[src/rtl/cfg_loader_pkg.sv]
// Shared types and register layout for the config-chain loader.
// State encoding, Wishbone register offsets and CTRL/STATUS bit positions.
package cfg_loader_pkg;

  typedef enum logic [1:0] {
    ST_IDLE  = 2'd0,
    ST_SHIFT = 2'd1,
    ST_LATCH = 2'd2,
    ST_DONE  = 2'd3
  } state_e;

  localparam logic [1:0] REG_CTRL   = 2'd0;
  localparam logic [1:0] REG_LEN    = 2'd1;
  localparam logic [1:0] REG_DATA   = 2'd2;
  localparam logic [1:0] REG_STATUS = 2'd3;

  localparam int CTRL_START = 0;
  localparam int CTRL_ABORT = 1;

  localparam int STAT_ERR      = 31;
  localparam int STAT_DONE     = 30;
  localparam int STAT_BUF_FULL = 29;
  localparam int STAT_BUSY     = 28;

endpackage

[src/rtl/cfg_chain_loader_if.sv]
// Wishbone slave bus bundle for the config-chain loader.
// Signal names keep the Caravel port naming so wiring stays obvious.
interface cfg_chain_loader_if;
  logic        wbs_stb_i;
  logic        wbs_cyc_i;
  logic        wbs_we_i;
  logic [3:0]  wbs_sel_i;
  logic [31:0] wbs_dat_i;
  logic [31:0] wbs_adr_i;
  logic        wbs_ack_o;
  logic [31:0] wbs_dat_o;

  modport slave (
    input  wbs_stb_i, wbs_cyc_i, wbs_we_i, wbs_sel_i, wbs_dat_i, wbs_adr_i,
    output wbs_ack_o, wbs_dat_o
  );

  modport master (
    output wbs_stb_i, wbs_cyc_i, wbs_we_i, wbs_sel_i, wbs_dat_i, wbs_adr_i,
    input  wbs_ack_o, wbs_dat_o
  );
endinterface

[src/rtl/cfg_word_serializer.sv]
// One-word buffer feeding a 32-bit shifter that emits SHIFT_W bits per enabled cycle.
// Word input is valid/ready; ready also asserts in the cycle the buffer moves into the shifter.
module cfg_word_serializer #(
  parameter int SHIFT_W = 4,
  parameter int LEN_W   = 20
) (
  input  logic               clk,
  input  logic               rst_n,
  input  logic               clr_i,
  input  logic               start_i,
  input  logic [LEN_W-1:0]   len_i,
  input  logic               en_i,
  input  logic               word_vld_i,
  input  logic [31:0]        word_dat_i,
  output logic               word_rdy_o,
  output logic               buf_full_o,
  output logic               shift_o,
  output logic [SHIFT_W-1:0] data_o,
  output logic               last_o,
  output logic [LEN_W-1:0]   rem_o
);

  localparam int NSLOT = 32 / SHIFT_W;
  localparam int CNT_W = $clog2(NSLOT + 1);

  logic [31:0]      buf_q, buf_d;
  logic             buf_vld_q, buf_vld_d;
  logic [31:0]      sreg_q, sreg_d;
  logic [CNT_W-1:0] cnt_q, cnt_d;
  logic [LEN_W-1:0] rem_q, rem_d;
  logic             load;
  logic             push;

  always_comb begin
    load       = en_i && (cnt_q == '0) && buf_vld_q;
    shift_o    = en_i && (cnt_q != '0) && (rem_q != '0);
    word_rdy_o = !buf_vld_q || load;
    push       = word_vld_i && word_rdy_o;
    last_o     = shift_o && (rem_q <= LEN_W'(SHIFT_W));
    buf_full_o = buf_vld_q;
    rem_o      = rem_q;
    data_o     = '0;
    // On the final partial shift only the low `remaining` bits carry chain data.
    for (int i = 0; i < SHIFT_W; i++) begin
      data_o[i] = shift_o && sreg_q[i] && (rem_q > LEN_W'(i));
    end
  end

  always_comb begin
    buf_d     = buf_q;
    buf_vld_d = buf_vld_q;
    sreg_d    = sreg_q;
    cnt_d     = cnt_q;
    rem_d     = rem_q;
    if (load) begin
      sreg_d    = buf_q;
      cnt_d     = CNT_W'(NSLOT);
      buf_vld_d = 1'b0;
    end
    if (shift_o) begin
      sreg_d = sreg_q >> SHIFT_W;
      cnt_d  = cnt_q - 1'b1;
      rem_d  = last_o ? '0 : rem_q - LEN_W'(SHIFT_W);
    end
    if (push) begin
      buf_d     = word_dat_i;
      buf_vld_d = 1'b1;
    end
    if (start_i) begin
      buf_vld_d = 1'b0;
      sreg_d    = '0;
      cnt_d     = '0;
      rem_d     = len_i;
    end
    if (clr_i) begin
      buf_vld_d = 1'b0;
      sreg_d    = '0;
      cnt_d     = '0;
      rem_d     = '0;
    end
  end

  always_ff @(posedge clk or negedge rst_n) begin
    if (!rst_n) begin
      buf_q     <= '0;
      buf_vld_q <= 1'b0;
      sreg_q    <= '0;
      cnt_q     <= '0;
      rem_q     <= '0;
    end else begin
      buf_q     <= buf_d;
      buf_vld_q <= buf_vld_d;
      sreg_q    <= sreg_d;
      cnt_q     <= cnt_d;
      rem_q     <= rem_d;
    end
  end

endmodule

[src/rtl/cfg_chain_loader.sv]
// Wishbone-slave bitstream loader: decodes the register map and sequences shift, latch and done.
// Ack one cycle after acceptance; DATA writes stall (ack withheld) while the word buffer is full.
module cfg_chain_loader
  import cfg_loader_pkg::*;
#(
  parameter logic [31:0] BASE_ADDR    = 32'h3000_0000,
  parameter int          SHIFT_W      = 4,
  parameter int          LEN_W        = 20,
  parameter int          LATCH_CYCLES = 2
) (
  input  logic                wb_clk_i,
  input  logic                wb_rst_ni,
  cfg_chain_loader_if.slave   wb,
  output logic                cfg_shift_o,
  output logic [SHIFT_W-1:0]  cfg_data_o,
  output logic                cfg_latch_o,
  output logic                busy_o
);

  localparam int LC_W = $clog2(LATCH_CYCLES + 1);

  state_e           state_q, state_d;
  logic             ack_q, ack_d;
  logic [31:0]      dat_q, dat_d;
  logic [LEN_W-1:0] len_q, len_d;
  logic             done_q, done_d;
  logic             err_q, err_d;
  logic [LC_W-1:0]  lcnt_q, lcnt_d;

  logic             dec, req, ctrl_wr, abort, start, accept;
  logic [1:0]       reg_sel;
  logic             ser_en, ser_clr, ser_start, word_vld, word_rdy;
  logic             buf_full, ser_last;
  logic [LEN_W-1:0] remaining;
  logic [31:0]      status, rdata;
  logic             unused_bits;

  assign unused_bits = ^{wb.wbs_sel_i, wb.wbs_adr_i[1:0], wb.wbs_dat_i};

  assign dec      = wb.wbs_adr_i[31:4] == BASE_ADDR[31:4];
  assign reg_sel  = wb.wbs_adr_i[3:2];
  assign req      = wb.wbs_stb_i && wb.wbs_cyc_i && dec && !ack_q;
  assign ctrl_wr  = req && wb.wbs_we_i && (reg_sel == REG_CTRL);
  assign abort    = ctrl_wr && wb.wbs_dat_i[CTRL_ABORT];
  assign start    = ctrl_wr && wb.wbs_dat_i[CTRL_START] && !wb.wbs_dat_i[CTRL_ABORT];
  // Abort kills shifting in the very cycle it is accepted.
  assign ser_en   = (state_q == ST_SHIFT) && !abort;
  assign word_vld = req && wb.wbs_we_i && (reg_sel == REG_DATA) && (state_q == ST_SHIFT);
  assign accept   = req && !(word_vld && !word_rdy);

  assign busy_o      = (state_q == ST_SHIFT) || (state_q == ST_LATCH);
  assign cfg_latch_o = (state_q == ST_LATCH) && !abort;
  assign wb.wbs_ack_o = ack_q;
  assign wb.wbs_dat_o = dat_q;

  cfg_word_serializer #(
    .SHIFT_W (SHIFT_W),
    .LEN_W   (LEN_W)
  ) u_ser (
    .clk        (wb_clk_i),
    .rst_n      (wb_rst_ni),
    .clr_i      (ser_clr),
    .start_i    (ser_start),
    .len_i      (len_q),
    .en_i       (ser_en),
    .word_vld_i (word_vld),
    .word_dat_i (wb.wbs_dat_i),
    .word_rdy_o (word_rdy),
    .buf_full_o (buf_full),
    .shift_o    (cfg_shift_o),
    .data_o     (cfg_data_o),
    .last_o     (ser_last),
    .rem_o      (remaining)
  );

  always_comb begin
    status                = '0;
    status[LEN_W-1:0]     = remaining;
    status[STAT_ERR]      = err_q;
    status[STAT_DONE]     = done_q;
    status[STAT_BUF_FULL] = buf_full;
    status[STAT_BUSY]     = busy_o;
    case (reg_sel)
      REG_LEN:    rdata = 32'(len_q);
      REG_STATUS: rdata = status;
      default:    rdata = '0;
    endcase
    ack_d = accept;
    dat_d = (accept && !wb.wbs_we_i) ? rdata : '0;
    len_d = (accept && wb.wbs_we_i && (reg_sel == REG_LEN)) ? wb.wbs_dat_i[LEN_W-1:0] : len_q;
  end

  always_comb begin
    state_d   = state_q;
    done_d    = done_q;
    err_d     = err_q;
    lcnt_d    = lcnt_q;
    ser_clr   = 1'b0;
    ser_start = 1'b0;
    if (abort) begin
      state_d = ST_IDLE;
      done_d  = 1'b0;
      ser_clr = 1'b1;
    end else begin
      case (state_q)
        ST_IDLE, ST_DONE: begin
          if (start) begin
            err_d = 1'b0;
            if (len_q != '0) begin
              state_d   = ST_SHIFT;
              done_d    = 1'b0;
              ser_start = 1'b1;
            end else begin
              state_d = ST_DONE;
              done_d  = 1'b1;
            end
          end
          if (accept && wb.wbs_we_i && (reg_sel == REG_DATA)) err_d = 1'b1;
        end
        ST_SHIFT: begin
          if (start) err_d = 1'b1;
          // Leftover buffered/shifter bits are dropped as we head into latch.
          if (ser_last || (remaining == '0)) begin
            state_d = ST_LATCH;
            ser_clr = 1'b1;
            lcnt_d  = '0;
          end
        end
        ST_LATCH: begin
          if (start) err_d = 1'b1;
          if (lcnt_q == LC_W'(LATCH_CYCLES - 1)) begin
            state_d = ST_DONE;
            done_d  = 1'b1;
          end else begin
            lcnt_d = lcnt_q + 1'b1;
          end
        end
        default: state_d = ST_IDLE;
      endcase
    end
  end

  always_ff @(posedge wb_clk_i or negedge wb_rst_ni) begin
    if (!wb_rst_ni) begin
      state_q <= ST_IDLE;
      ack_q   <= 1'b0;
      dat_q   <= '0;
      len_q   <= '0;
      done_q  <= 1'b0;
      err_q   <= 1'b0;
      lcnt_q  <= '0;
    end else begin
      state_q <= state_d;
      ack_q   <= ack_d;
      dat_q   <= dat_d;
      len_q   <= len_d;
      done_q  <= done_d;
      err_q   <= err_d;
      lcnt_q  <= lcnt_d;
    end
  end

endmodule

[src/flat_wrapper.sv]
// flat-port wrapper written by rule: the top's interface ports become plain ports
module cfg_chain_loader_flat import cfg_loader_pkg::*;
#(
  parameter logic [31:0] BASE_ADDR    = 32'h3000_0000,
  parameter int          SHIFT_W      = 4,
  parameter int          LEN_W        = 20,
  parameter int          LATCH_CYCLES = 2
)
  (wb_clk_i, wb_rst_ni, cfg_shift_o, cfg_data_o, cfg_latch_o, busy_o, wb_wbs_stb_i, wb_wbs_cyc_i, wb_wbs_we_i, wb_wbs_sel_i, wb_wbs_dat_i, wb_wbs_adr_i, wb_wbs_ack_o, wb_wbs_dat_o);
  cfg_chain_loader_if wb_i ();
  input  logic wb_clk_i;
  input  logic wb_rst_ni;
  output logic cfg_shift_o;
  output logic [SHIFT_W-1:0] cfg_data_o;
  output logic cfg_latch_o;
  output logic busy_o;
  input wire logic [$bits(wb_i.wbs_stb_i)-1:0] wb_wbs_stb_i;
  input wire logic [$bits(wb_i.wbs_cyc_i)-1:0] wb_wbs_cyc_i;
  input wire logic [$bits(wb_i.wbs_we_i)-1:0] wb_wbs_we_i;
  input wire logic [$bits(wb_i.wbs_sel_i)-1:0] wb_wbs_sel_i;
  input wire logic [$bits(wb_i.wbs_dat_i)-1:0] wb_wbs_dat_i;
  input wire logic [$bits(wb_i.wbs_adr_i)-1:0] wb_wbs_adr_i;
  output wire logic [$bits(wb_i.wbs_ack_o)-1:0] wb_wbs_ack_o;
  output wire logic [$bits(wb_i.wbs_dat_o)-1:0] wb_wbs_dat_o;
  assign wb_i.wbs_stb_i = wb_wbs_stb_i;
  assign wb_i.wbs_cyc_i = wb_wbs_cyc_i;
  assign wb_i.wbs_we_i = wb_wbs_we_i;
  assign wb_i.wbs_sel_i = wb_wbs_sel_i;
  assign wb_i.wbs_dat_i = wb_wbs_dat_i;
  assign wb_i.wbs_adr_i = wb_wbs_adr_i;
  assign wb_wbs_ack_o = wb_i.wbs_ack_o;
  assign wb_wbs_dat_o = wb_i.wbs_dat_o;
  cfg_chain_loader #(.BASE_ADDR(BASE_ADDR), .SHIFT_W(SHIFT_W), .LEN_W(LEN_W), .LATCH_CYCLES(LATCH_CYCLES)) u_core (.wb_clk_i(wb_clk_i), .wb_rst_ni(wb_rst_ni), .wb(wb_i), .cfg_shift_o(cfg_shift_o), .cfg_data_o(cfg_data_o), .cfg_latch_o(cfg_latch_o), .busy_o(busy_o));
endmodule
[config.mk]
export PLATFORM = sky130hd
export DESIGN_NAME = cfg_chain_loader_flat
export DESIGN_NICKNAME = d
export VERILOG_FILES = /design/src/rtl/cfg_loader_pkg.sv /design/src/rtl/cfg_chain_loader_if.sv /design/src/rtl/cfg_word_serializer.sv /design/src/rtl/cfg_chain_loader.sv /design/src/flat_wrapper.sv
export SDC_FILE = /design/constraint.sdc
export NUM_CORES = 1
export LEC_CHECK = 0
export BUFFER_PORTS_ARGS = -buffer_cell sky130_fd_sc_hd__buf_2
export CELL_PAD_IN_SITES_DETAIL_PLACEMENT = 1
export CELL_PAD_IN_SITES_GLOBAL_PLACEMENT = 2
export CORE_ASPECT_RATIO = 0.8
export CORE_MARGIN = 5
export CORE_UTILIZATION = 40
export CTS_CLUSTER_DIAMETER = 150
export DETAILED_ROUTE_END_ITERATION = 10
export PLACE_DENSITY_LB_ADDON = 0.1
export SLEW_MARGIN = 30
export SYNTH_ARGS = -nofsm -noshare
export SYNTH_HDL_FRONTEND = slang
export SYNTH_SLANG_ARGS = --single-unit
[constraint.sdc]
create_clock -name wb_clk_i -period 5.8 [get_ports wb_clk_i]
set_clock_uncertainty 0.15 [all_clocks]
set_input_delay 0.87 -clock wb_clk_i [delete_from_list [all_inputs] [get_ports wb_clk_i]]
set_output_delay 0.87 -clock wb_clk_i [all_outputs]
set_load 0.05 [all_outputs]
==> key figures, run 1 <==
Outcome
  • Status: completed

Routing
  • Antenna viol nets, final: 0
  • WL per Instance: 20.0 µm
  • Post-Route WL: 18100 µm
  • Number of vias per cell: 5.46
  • Vias post-DR: 4915
  • DRC Markers: 0
  • Initial DRC Count: 167
  • Detailed Routing Iterations Pass 1: 6

Global routing
  • Number of global-route vias before repair: 5188
  • Gr usage total: 0.189
  • Initial antenna violation count: 0
  • Met1 usage: 0.264
  • Met3 GRT Util: 0.0426
  • Met2 Usage GRT: 0.302
  • First-pass GRT wire length: 29100 µm
  • Most Used Layer, Global Route: met2
  • Largest net degree at the start of global routing: 107
  • GR Overflow Total: 0

Synth
  • Synth async-reset ratio: 1.00
  • Distinct cells, synth: 59
  • Most common flop cell mapped by yosys: dfrtp_1
  • Seq cells post-synth: 140
  • Yosys top cell area share: 0.518
  • Synth area leaders: dfrtp_1, mux2i_1, mux2_1
  • Post-Syn Instances: 572
  • Yosys warnings: 0
  • Yosys top cell by area: dfrtp_1
  • Post-synth EDFFs: 0
  • Syn Area/Cell: 11.8 µm²
  • Post-Synthesis Cell Area: 6770 µm²
  • Sequential fraction of the synthesis area: 0.518

STA
  • Fin crit period: 4.46 ns
  • Final Hold Vio Count: 0
  • Final setup viols: 0
  • RSZ-0062 raised after global routing: false
  • Max-slew violations: 0
  • Relative slew slack: 0.383
  • Period Utilization, post-route: 0.769
  • F_max: 224 MHz
  • Final setup TNS: 0 ns
  • Worst slew pin tran: 0.923 ns
  • WHS: 0.334 ns

Clocking
  • Post-CTS setup repair buffer count: 0
  • Post-CTS Resized: 0
  • CTS tree: done
  • H-tree levels: 4
  • Hold_buf cts: 0
  • Clock Tree Buf Depth: 2
  • Clk pin slew, worst setup/hold paths: 0.06 ns
  • Worst-Skew Late Latency: 0.43 ns
  • CTS Sinks: 140
  • Cts bufs inserted: 17
  • CTS root buffer: clkbuf_16

Final layout
  • Share of layout cells above drive strength 1: 0.272
  • Final non-filler cell area: 8050 µm²
  • Diode count: 0
  • Layout area overhead: 18.9%
  • Final Non-Filler Cells: 901
  • Total of fill cells in the finished design: 1811
  • Final nets: 747
  • Final core occ: 0.485

Pwr
  • Pint: 1.67 mW
  • Clock power frac: 0.515
  • Sequential Power Share: 0.452
  • Leak: 3.85 nW
  • Comb power frac: 0.033
  • Sw frac: 0.227
  • Net Switching: 0.490 mW
  • Power density over the cells: 269 nW/µm²
  • Worst VDD drop: 0.000201 V

Die
  • Chip Width: 155 µm
  • Row count: 42
  • Full die area: 19600 µm²
  • Initial core utilization: 0.408
  • I/O pin count: 113
  • Die extent in y: 126 µm
  • Core footprint: 16600 µm²

Placement
  • RD Place Congestion: 0.805
  • Dpl cells: 869
  • I/O Buffers: 98
  • DP Wirelength: 12700 µm
  • Area after DPL: 7440 µm²

Min path
  • Hold Crit Class: flop to flop
  • HP Start: u_core.u_ser.sreg_q[3]

Setup path
  • RR Endpoint: u_core.u_ser.sreg_q[19]
  • Critical Path Start: u_core.u_ser.rem_o[2]
  • Critical path endpoint category: primary output
  • Path depth of the worst reg2reg path: 9
  • Crit path capture: cfg_data_o[3]
  • Worst Path Arrival: 3.44 ns
  • R2R setup slack: 2.37 ns
  • Reg2reg start: u_core.u_ser.rem_o[2]
  • CP startpoint kind: flop
  • CP required: 4.78 ns
  • Worst-path fanout max: 10
  • CP Class: flop to primary output

Run
  • Max Cap Viol: 0
## cell usage after synthesis, drive strengths merged, types with 3 or more instances
master / number
or2: 3
ha: 6
nor3: 20
o211ai: 3
nand3: 7
nor2b: 7
nor2: 40
nor4: 18
xnor2: 16
mux2i: 55
nor4b: 4
or3: 5
and3: 8
a21oi: 23
o2bb2ai: 28
clkbuf: 17
dfrtp: 140
nand4: 6
mux2: 53
o21ai: 23
nand2: 18
inv: 14
and2: 3
buf: 22
## worst max-delay path, stage by stage (launching register included)
cell	delay [ns]
dfrtp_1	0.43
inv_1	0.08
ha_1	0.19
or3b_4	0.41
or3_1	0.49
nor3_4	0.55
nor3_4	0.19
buf_4	0.25
and3_1	0.20
buf_2	0.21
## power groups by stage
| stage | clock, mW | combinational, mW | sequential, mW |
|---|---|---|---|
| after CTS | 1.14 | 0.0736 | 0.977 |
| after floorplan | 0 | 0.0265 | 0.995 |
| final | 1.11 | 0.0716 | 0.977 |
| after global routing | 1.18 | 0.0802 | 0.976 |
| after detailed placement | 0 | 0.0735 | 0.995 |
| after global placement | 0 | 0.0715 | 0.995 |
## sequential cells by signal (all words and copies together) (netlist names)
signal and cells:
u_core.done_q 1, u_core.err_q 1, u_core.lcnt_q 2, u_core.len_q 20
u_core.state_q 2, u_core.u_ser.buf_full_o 1, u_core.u_ser.buf_q 32, u_core.u_ser.cnt_q 4
u_core.u_ser.rem_o 20, u_core.u_ser.sreg_q 32, u_core.wb.wbs_ack_o 1, u_core.wb.wbs_dat_o 24
## final cells by class
class                      instances  area, µm²  area share
multi-input combinational        386       3030       0.377
clock buffer                      21        470      0.0584
inverter                          14       52.6     0.00653
sequential                       140       3500       0.435
clock inverter                    11        134      0.0166
timing repair buffer             109        583      0.0724
tap                              220        275      0.0342
## cells in the final DEF (no fill, tap or decap), drive strengths merged, types with 3 or more instances in the layout
master   instances
clkinv           6
nor4            18
or3              5
nand2           18
and3             8
nand3            7
o21ai           23
o2bb2ai         28
nor4b            4
nor2b            7
nor2            40
xnor2           16
mux2            53
inv             16
or2              3
ha               6
mux2i           55
buf            109
clkbuf          21
and2             3
nor3            20
o211ai           3
nand4            6
a21oi           23
dfrtp          140
conb             8
## metrics by stage
stage               setup WS, ns  power (mW)
floorplan                   1.95        1.02
global placement            1.52        1.07
detailed placement          1.54        1.07
CTS                         1.33        2.19
global route                1.22        2.24
finish                      1.34        2.16
## cells by family (layout without fill, tap and decap cells)
| family | Yosys count | count (layout) | synth area share |
|---|---|---|---|
| adders and majority gates | 6 | 6 | 0.0111 |
| muxes | 108 | 108 | 0.170 |
| and+or+nand+nor | 150 | 150 | 0.125 |
| AOI/OAI and AO/OA | 98 | 98 | 0.114 |
| buffers and inverters | 53 | 155 | 0.0414 |
| DFF | 140 | 140 | 0.518 |
| xor gates and xnor gates | 16 | 16 | 0.0207 |
| other | 1 | 8 | 0.000554 |
## per-layer routing
metal	routed length, µm	up-vias
met5	0	-
met4	144	0
met3	614	11
met2	8680	83
met1	8610	2555
li1	-	2266
## how the worst min path moves through the flow
stage | slack, ns | cells past startpoint | end
finish | 0.33 | 1 | u_core.u_ser.sreg_q[3]
global route | 0.36 | 1 | u_core.u_ser.buf_q[8]
CTS | 0.34 | 1 | u_core.u_ser.sreg_q[3]
detailed placement | 0.32 | 1 | u_core.u_ser.sreg_q[2]
global placement | 0.32 | 1 | u_core.u_ser.buf_q[7]
floorplan | 0.30 | 1 | u_core.u_ser.sreg_q[0]
No activity file was read; power rests on OpenSTA's default activity.
==> run 2, diff against run 1 <==
--- a/config.mk
+++ b/config.mk
@@ -5,12 +5,13 @@
 export SDC_FILE = /design/constraint.sdc
 export NUM_CORES = 1
 export LEC_CHECK = 0
+export ABC_AREA = 1
 export BUFFER_PORTS_ARGS = -buffer_cell sky130_fd_sc_hd__buf_2
 export CELL_PAD_IN_SITES_DETAIL_PLACEMENT = 1
 export CELL_PAD_IN_SITES_GLOBAL_PLACEMENT = 2
 export CORE_ASPECT_RATIO = 0.8
 export CORE_MARGIN = 5
-export CORE_UTILIZATION = 40
+export CORE_UTILIZATION = 30
 export CTS_CLUSTER_DIAMETER = 150
 export DETAILED_ROUTE_END_ITERATION = 10
 export PLACE_DENSITY_LB_ADDON = 0.1
==> constraint.sdc (replaced) <==
create_clock -name wb_clk_i -period 3.6 [get_ports wb_clk_i]
set_clock_uncertainty 0.15 [all_clocks]
set_input_delay 0.54 -clock wb_clk_i [delete_from_list [all_inputs] [get_ports wb_clk_i]]
set_output_delay 0.54 -clock wb_clk_i [all_outputs]
set_load 0.05 [all_outputs]
==> key figures, run 2 <==
Final layout
  • Diode count: 0 (unchanged)
  • Total of fill cells in the finished design: 3112 (+72%)
  • Seq. cell area: 3500 µm² (unchanged)
  • Layout area overhead: 17.9%
  • Commonest cells after routing, fill and taps aside: nand2_1, dfrtp_1, buf_2
  • Share of layout cells above drive strength 1: 0.169 (-0.102)
  • Area of the multi-input gates: 3510 µm² (+16%)
  • Most common cell after layout, fill and taps aside: nand2_1
  • Final nets: 1147 (+54%)

Min path
  • Hold Crit Class: input pin to flop
  • Hold path cells: 2 (+1)

Pwr
  • Total power draw: 3.67 mW (+70%)
  • Power density over the cells: 406 nW/µm² (+51%)
  • Leak: 4.82 nW (+25%)
  • Worst VDD drop: 0.000328 V (+63%)

Synth
  • Seq cells post-synth: 140 (unchanged)
  • Most common flop cell mapped by yosys: dfrtp_1
  • Commonest cells post-synth: nand2_1, dfrtp_1, nor2_1, nand3_1, nand4_1
  • Yosys top cell area share: 0.457 (-0.0605)
  • Post-Synthesis Cell Area: 7660 µm² (+13%)
  • Sequential fraction of the synthesis area: 0.457 (-0.0605)
  • Yosys warnings: 0 (unchanged)
  • Synth async-reset ratio: 1.00 (unchanged)
  • Yosys top cell by area: dfrtp_1
  • Syn Area/Cell: 7.73 µm² (-35%)
  • Post-Syn Instances: 991 (+73%)
  • Distinct cells, synth: 38 (-36%)
  • Synth area leaders: dfrtp_1, nand2_1, nand4_1
  • Most common cell in the netlist: nand2_1
  • Post-synth EDFFs: 0 (unchanged)

Routing
  • Metal2 WL: 10200 µm (+18%)
  • Antenna viol nets, final: 0 (unchanged)
  • Routed length on met3: 1030 µm (+67%)
  • Detailed Routing Iterations Pass 1: 4 (-2)
  • Number of vias per cell: 4.82 (-12%)
  • Post-Route WL: 24400 µm (+35%)
  • DRC Markers: 0 (unchanged)
  • Met1 Routed Length: 12900 µm (+50%)
  • Max Used Layer: met4
  • WL per Instance: 17.4 µm (-13%)
  • Vias post-DR: 6772 (+38%)
  • Initial DRC Count: 347 (+110%)

Clocking
  • CTS Sinks: 140 (unchanged)
  • Clock Tree Buf Depth: 2 (unchanged)
  • Clk pin slew, worst setup/hold paths: 0.06 ns (about the same)
  • CTS root buffer: clkbuf_16
  • Worst-Skew Late Latency: 0.43 ns (about the same)
  • Cts bufs inserted: 17 (unchanged)
  • Post-CTS setup repair buffer count: 0 (unchanged)
  • CTS tree: done
  • Post-CTS Resized: 0 (unchanged)
  • H-tree levels: 4 (unchanged)

Setup path
  • CP required: 2.91 ns (-1.87 ns)
  • Cell family with the largest share of critical-path delay: simple AND/OR/NAND/NOR gates
  • Worst Path Arrival: 2.64 ns (-0.80 ns)
  • Slowest CP cell: dfrtp_1
  • CP Class: flop to primary output
  • Crit path capture: cfg_data_o[2]
  • Path depth of the worst reg2reg path: 13 (+4)
  • Critical Path Start: u_core.u_ser.rem_o[3]
  • Worst-path fanout max: 5 (-5)
  • Reg2reg start: u_core.u_ser.rem_o[2]
  • RR Endpoint: u_core.u_ser.sreg_q[29]
  • Max incr delay on CP: 0.41 ns (-0.14 ns)
  • Critical path endpoint category: primary output
  • R2R setup slack: 0.69 ns (-1.68 ns)
  • CP startpoint kind: flop
  • Crit path buf inv count: 2 (-1)
  • Crit. path cell count: 10 (+1)
  • Critical Path, Cell by Cell: inv_1, ha_1, nand2_1, nor2_4, nand4_2, nor2_1, nor2_2, nand3_4, nor3b_1, buf_2

Global routing
  • Largest net degree at the start of global routing: 66 (-38%)
  • Gr usage total: 0.173 (-0.0163)
  • Initial antenna violation count: 0 (unchanged)
  • GR Overflow Total: 0 (unchanged)
  • Number of global-route vias before repair: 7175 (+38%)
  • First-pass GRT wire length: 39800 µm (+36%)

Placement
  • RD Place Congestion: 0.795 (-1.2%)
  • I/O Buffers: 98 (unchanged)
  • DP Wirelength: 16900 µm (+33%)

Die
  • Chip Width: 189 µm (+21%)
  • Full die area: 28900 µm² (+47%)
  • Row count: 52 (+24%)
  • Initial core utilization: 0.304 (-0.104)
  • Die extent in y: 153 µm (+21%)
  • Core footprint: 25200 µm² (+52%)
  • I/O pin count: 113 (unchanged)

STA
  • Max-slew violations: 0 (unchanged)
  • RSZ-0062 raised after global routing: false
  • Worst slew pin tran: 0.819 ns (-0.104 ns)
  • F_max: 300 MHz
  • Final setup TNS: 0 ns (unchanged)
  • Period Utilization, post-route: 0.926
  • Final Hold Vio Count: 0 (unchanged)
  • Final setup viols: 0 (unchanged)
  • Relative slew slack: 0.449 (+0.0655)
  • Fin crit period: 3.33 ns

Run
  • Max Cap Viol: 0 (unchanged)

Outcome
  • Status: completed
[run 2: cell types whose count changed after synthesis, sizes merged, moves of 51 or more]
cell	before	now
nand4	6	77
nand3	7	91
mux2i	55	4
nand2	18	314
inv	14	69
nor2	40	96
[run 2: metal layers]
metal	vias up	track usage
met5	-	0
li1	3386	-
met1	3249	0.260
met2	120	0.254
met4	0	0.0309
met3	17	0.0417
[run 2: cell families after synthesis]
logic type	share of synthesized area
buf+inv	0.0878
mux	0.0229
fa+ha+maj	0.00980
other cells	0.000489
flops	0.457
compound gates	0.0475
xor+xnor	0.0171
simple gates	0.357
[run 2: through the flow]
step	worst slack, ns	instance area (µm²)	util	hold WS, ns	cells
after floorplan	0.292	7690	-	0.0944	998
after global placement	0.674	8390	0.332	0.317	1372
after detailed placement	0.575	8390	0.332	0.323	1372
after CTS	0.192	9040	0.358	0.163	1404
after global routing	0.0507	9040	0.358	0.164	1404
final	0.265	9040	0.358	0.187	1404
[run 2: repair_timing]
item / 4_1_cts / 5_1_grt
endpoints found under the hold margin: 51 / 0
hold buffers: 1 / 0
setup endpoints to repair: 0 / 0
[run 2: power breakdown]
group          leakage, nW  total (mW)  switching (mW)  internal [mW]
clock                0.311        1.94           0.715           1.23
combinational         2.55       0.150           0.109         0.0408
sequential            1.95        1.57    0.0000000128           1.57
total                 4.82        3.67           0.824           2.84
[run 2: area by class of cell]
cell class | count | area share
Clock inverter | 10 | 0.0180
Sequential cell | 140 | 0.388
Tap cell | 324 | 0.0449
Timing Repair Buffer | 118 | 0.0788
Inverter | 69 | 0.0289
Clock buffer | 21 | 0.0532
Multi-Input combinational cell | 722 | 0.389
[run 2: worst min path at each step]
| stage | start | to | slack (ns) |
|---|---|---|---|
| final | wb_wbs_dat_i[20] | u_core.u_ser.buf_q[20] | 0.19 |
| after global placement | u_core.u_ser.buf_q[8] | u_core.u_ser.buf_q[8] | 0.32 |
| after floorplan | wb_rst_ni | u_core.done_q | 0.09 |
| after global routing | wb_wbs_dat_i[31] | u_core.u_ser.buf_q[31] | 0.16 |
| after CTS | wb_wbs_dat_i[20] | u_core.u_ser.buf_q[20] | 0.16 |
| after detailed placement | u_core.u_ser.buf_q[7] | u_core.u_ser.buf_q[7] | 0.32 |
==> run 3, diff against run 2 <==
--- a/config.mk
+++ b/config.mk
@@ -11,7 +11,7 @@
 export CELL_PAD_IN_SITES_GLOBAL_PLACEMENT = 2
 export CORE_ASPECT_RATIO = 0.8
 export CORE_MARGIN = 5
-export CORE_UTILIZATION = 30
+export CORE_UTILIZATION = 36
 export CTS_CLUSTER_DIAMETER = 150
 export DETAILED_ROUTE_END_ITERATION = 10
 export PLACE_DENSITY_LB_ADDON = 0.1
==> constraint.sdc (replaced) <==
create_clock -name wb_clk_i -period 4 [get_ports wb_clk_i]
set_clock_uncertainty 0.15 [all_clocks]
set_input_delay 0.6 -clock wb_clk_i [delete_from_list [all_inputs] [get_ports wb_clk_i]]
set_output_delay 0.6 -clock wb_clk_i [all_outputs]
set_load 0.05 [all_outputs]
==> key figures, run 3 (synthesized netlist as in run 2, its figures left out) <==
Global routing
  • First-pass GRT wire length: 39500 µm (-0.78%)
  • Gr usage total: 0.200 (+0.0273)
  • GR Overflow Total: 0 (unchanged)
  • Largest net degree at the start of global routing: 85 (+29%)
  • Number of global-route vias before repair: 7206 (+0.43%)
  • Initial antenna violation count: 0 (unchanged)

Clocking
  • Post-CTS setup repair buffer count: 0 (unchanged)
  • CTS tree: done
  • Hold_buf cts: 0 (-1)
  • H-tree levels: 4 (unchanged)
  • Worst-Skew Late Latency: 0.43 ns (about the same)
  • CTS Sinks: 140 (unchanged)
  • Clk pin slew, worst setup/hold paths: 0.06 ns (about the same)
  • CTS root buffer: clkbuf_16
  • Post-CTS Resized: 0 (unchanged)
  • Cts bufs inserted: 17 (unchanged)
  • Clock Tree Buf Depth: 2 (unchanged)

Die
  • Die extent in y: 141 µm (-8.1%)
  • I/O pin count: 113 (unchanged)
  • Full die area: 24300 µm² (-16%)
  • Chip Width: 173 µm (-8.3%)
  • Row count: 47 (-9.6%)
  • Core footprint: 20800 µm² (-18%)
  • Initial core utilization: 0.368 (+0.0646)

STA
  • F_max: 292 MHz
  • Relative slew slack: 0.454 (+0.00543)
  • Period Utilization, post-route: 0.858
  • Fin worst setup slack: 0.570 ns (+0.305 ns)
  • Final Hold Vio Count: 0 (unchanged)
  • Worst slew pin tran: 0.811 ns (-0.00807 ns)
  • Fin crit period: 3.43 ns
  • RSZ-0062 raised after global routing: false
  • Max-slew violations: 0 (unchanged)
  • Final setup viols: 0 (unchanged)
  • Final setup TNS: 0 ns (unchanged)

Setup path
  • CP required: 3.25 ns (+0.34 ns)
  • Crit path capture: cfg_data_o[2]
  • Reg2reg start: u_core.u_ser.rem_o[2]
  • Critical path endpoint category: primary output
  • RR Endpoint: u_core.u_ser.rem_o[2]
  • Worst-path fanout max: 18 (+13)
  • Path depth of the worst reg2reg path: 12 (-1)
  • CP Class: flop to primary output
  • Critical Path Start: u_core.u_ser.rem_o[3]
  • CP startpoint kind: flop
  • Worst Path Arrival: 2.68 ns (+0.04 ns)
  • R2R setup slack: 1.01 ns (+0.32 ns)

Routing
  • Vias post-DR: 6923 (+2.2%)
  • WL per Instance: 17.4 µm (+0.47%)
  • Initial DRC Count: 438 (+26%)
  • Post-Route WL: 23500 µm (-3.6%)
  • Detailed Routing Iterations Pass 1: 5 (+1)
  • DRC Markers: 0 (unchanged)
  • Number of vias per cell: 5.14 (+6.6%)
  • Antenna viol nets, final: 0 (unchanged)

Final layout
  • Diode count: 0 (unchanged)
  • Seq. cell area: 3500 µm² (unchanged)
  • Commonest cells after routing, fill and taps aside: nand2_1, dfrtp_1, buf_2
  • Share of layout cells above drive strength 1: 0.169 (-0.000613)
  • Layout area overhead: 15.6%
  • Total of fill cells in the finished design: 2621 (-16%)
  • Most common cell after layout, fill and taps aside: nand2_1
  • Area of the multi-input gates: 3510 µm² (unchanged)
  • Final nets: 1144 (-0.26%)

Min path
  • Hold Crit Class: input pin to async pin

Run
  • Max Cap Viol: 0 (unchanged)

Pwr
  • Worst VDD drop: 0.000210 V (-36%)
  • Power density over the cells: 354 nW/µm² (-13%)
  • Leak: 4.76 nW (-1.2%)

Placement
  • DP Wirelength: 16400 µm (-3.1%)
  • Setup Slack @ Placement: 0.951 ns (+0.375 ns)
  • I/O Buffers: 98 (unchanged)
  • RD Place Congestion: 0.796 (about the same)

Outcome
  • Status: completed
[run 3: changes by cell type in the layout (fill, tap and decap cells not counted), sizes merged]
cell and delta:
inv +5, buf -2, clkbuf -2, bufinv -3, dlygate4sd3 -1, clkinvlp +1
[run 3: final cells by class]
type / instances / share of cell area
Tap cell: 269 / 0.0380
Sequential cell: 140 / 0.395
Timing Repair Buffer: 115 / 0.0747
Inverter: 69 / 0.0295
Clock inverter: 13 / 0.0147
Multi-Input combinational cell: 722 / 0.397
Clock buffer: 19 / 0.0511
[run 3: worst min-delay path by stage]
stage | endpoint | slack, ns | cells after the start
2_1_floorplan | u_core.done_q | 0.15 | 0
3_3_place_gp | u_core.u_ser.buf_q[7] | 0.32 | 2
3_5_place_dp | u_core.u_ser.buf_q[7] | 0.32 | 2
4_1_cts | u_core.wb.wbs_dat_o[10] | 0.14 | 1
5_1_grt | u_core.lcnt_q[1] | 0.18 | 1
6_report | u_core.err_q | 0.1 | 1
[run 3: critical path, stage by stage (launching register included)]
cell	delay, ns
dfrtp_1	0.42
inv_1	0.08
ha_1	0.24
nand2_1	0.15
nor2_4	0.08
nand4_2	0.11
nor2_1	0.08
nor2_2	0.17
nand3_4	0.28
nor3b_1	0.32
buf_2	0.32
[run 3: per-stage QoR]
step	hold WS, ns	total power, mW	instance area (µm²)	instances	utilization
after floorplan	0.154	1.49	7690	998	-
after CTS	0.139	3.17	8860	1347	0.426
after global placement	0.316	1.58	8280	1315	0.398
final	0.0995	3.14	8860	1347	0.426
after global routing	0.180	3.25	8860	1347	0.426
after detailed placement	0.323	1.58	8280	1315	0.398
[run 3: metal layers]
metal | track usage | share of wire | wire (µm) | vias to the layer above
li1 | - | - | - | 3391
met3 | 0.0380 | 0.038 | 886 | 22
met1 | 0.297 | 0.52 | 12200 | 3385
met4 | 0.0491 | 0.012 | 280 | 0
met2 | 0.301 | 0.43 | 10100 | 125
met5 | 0 | 0 | 0 | -
[run 3: power by group]
part	switching, mW	internal, mW
clock	0.689	0.903
sequential	0.0000000113	1.42
combinational	0.0955	0.0361
total	0.785	2.35
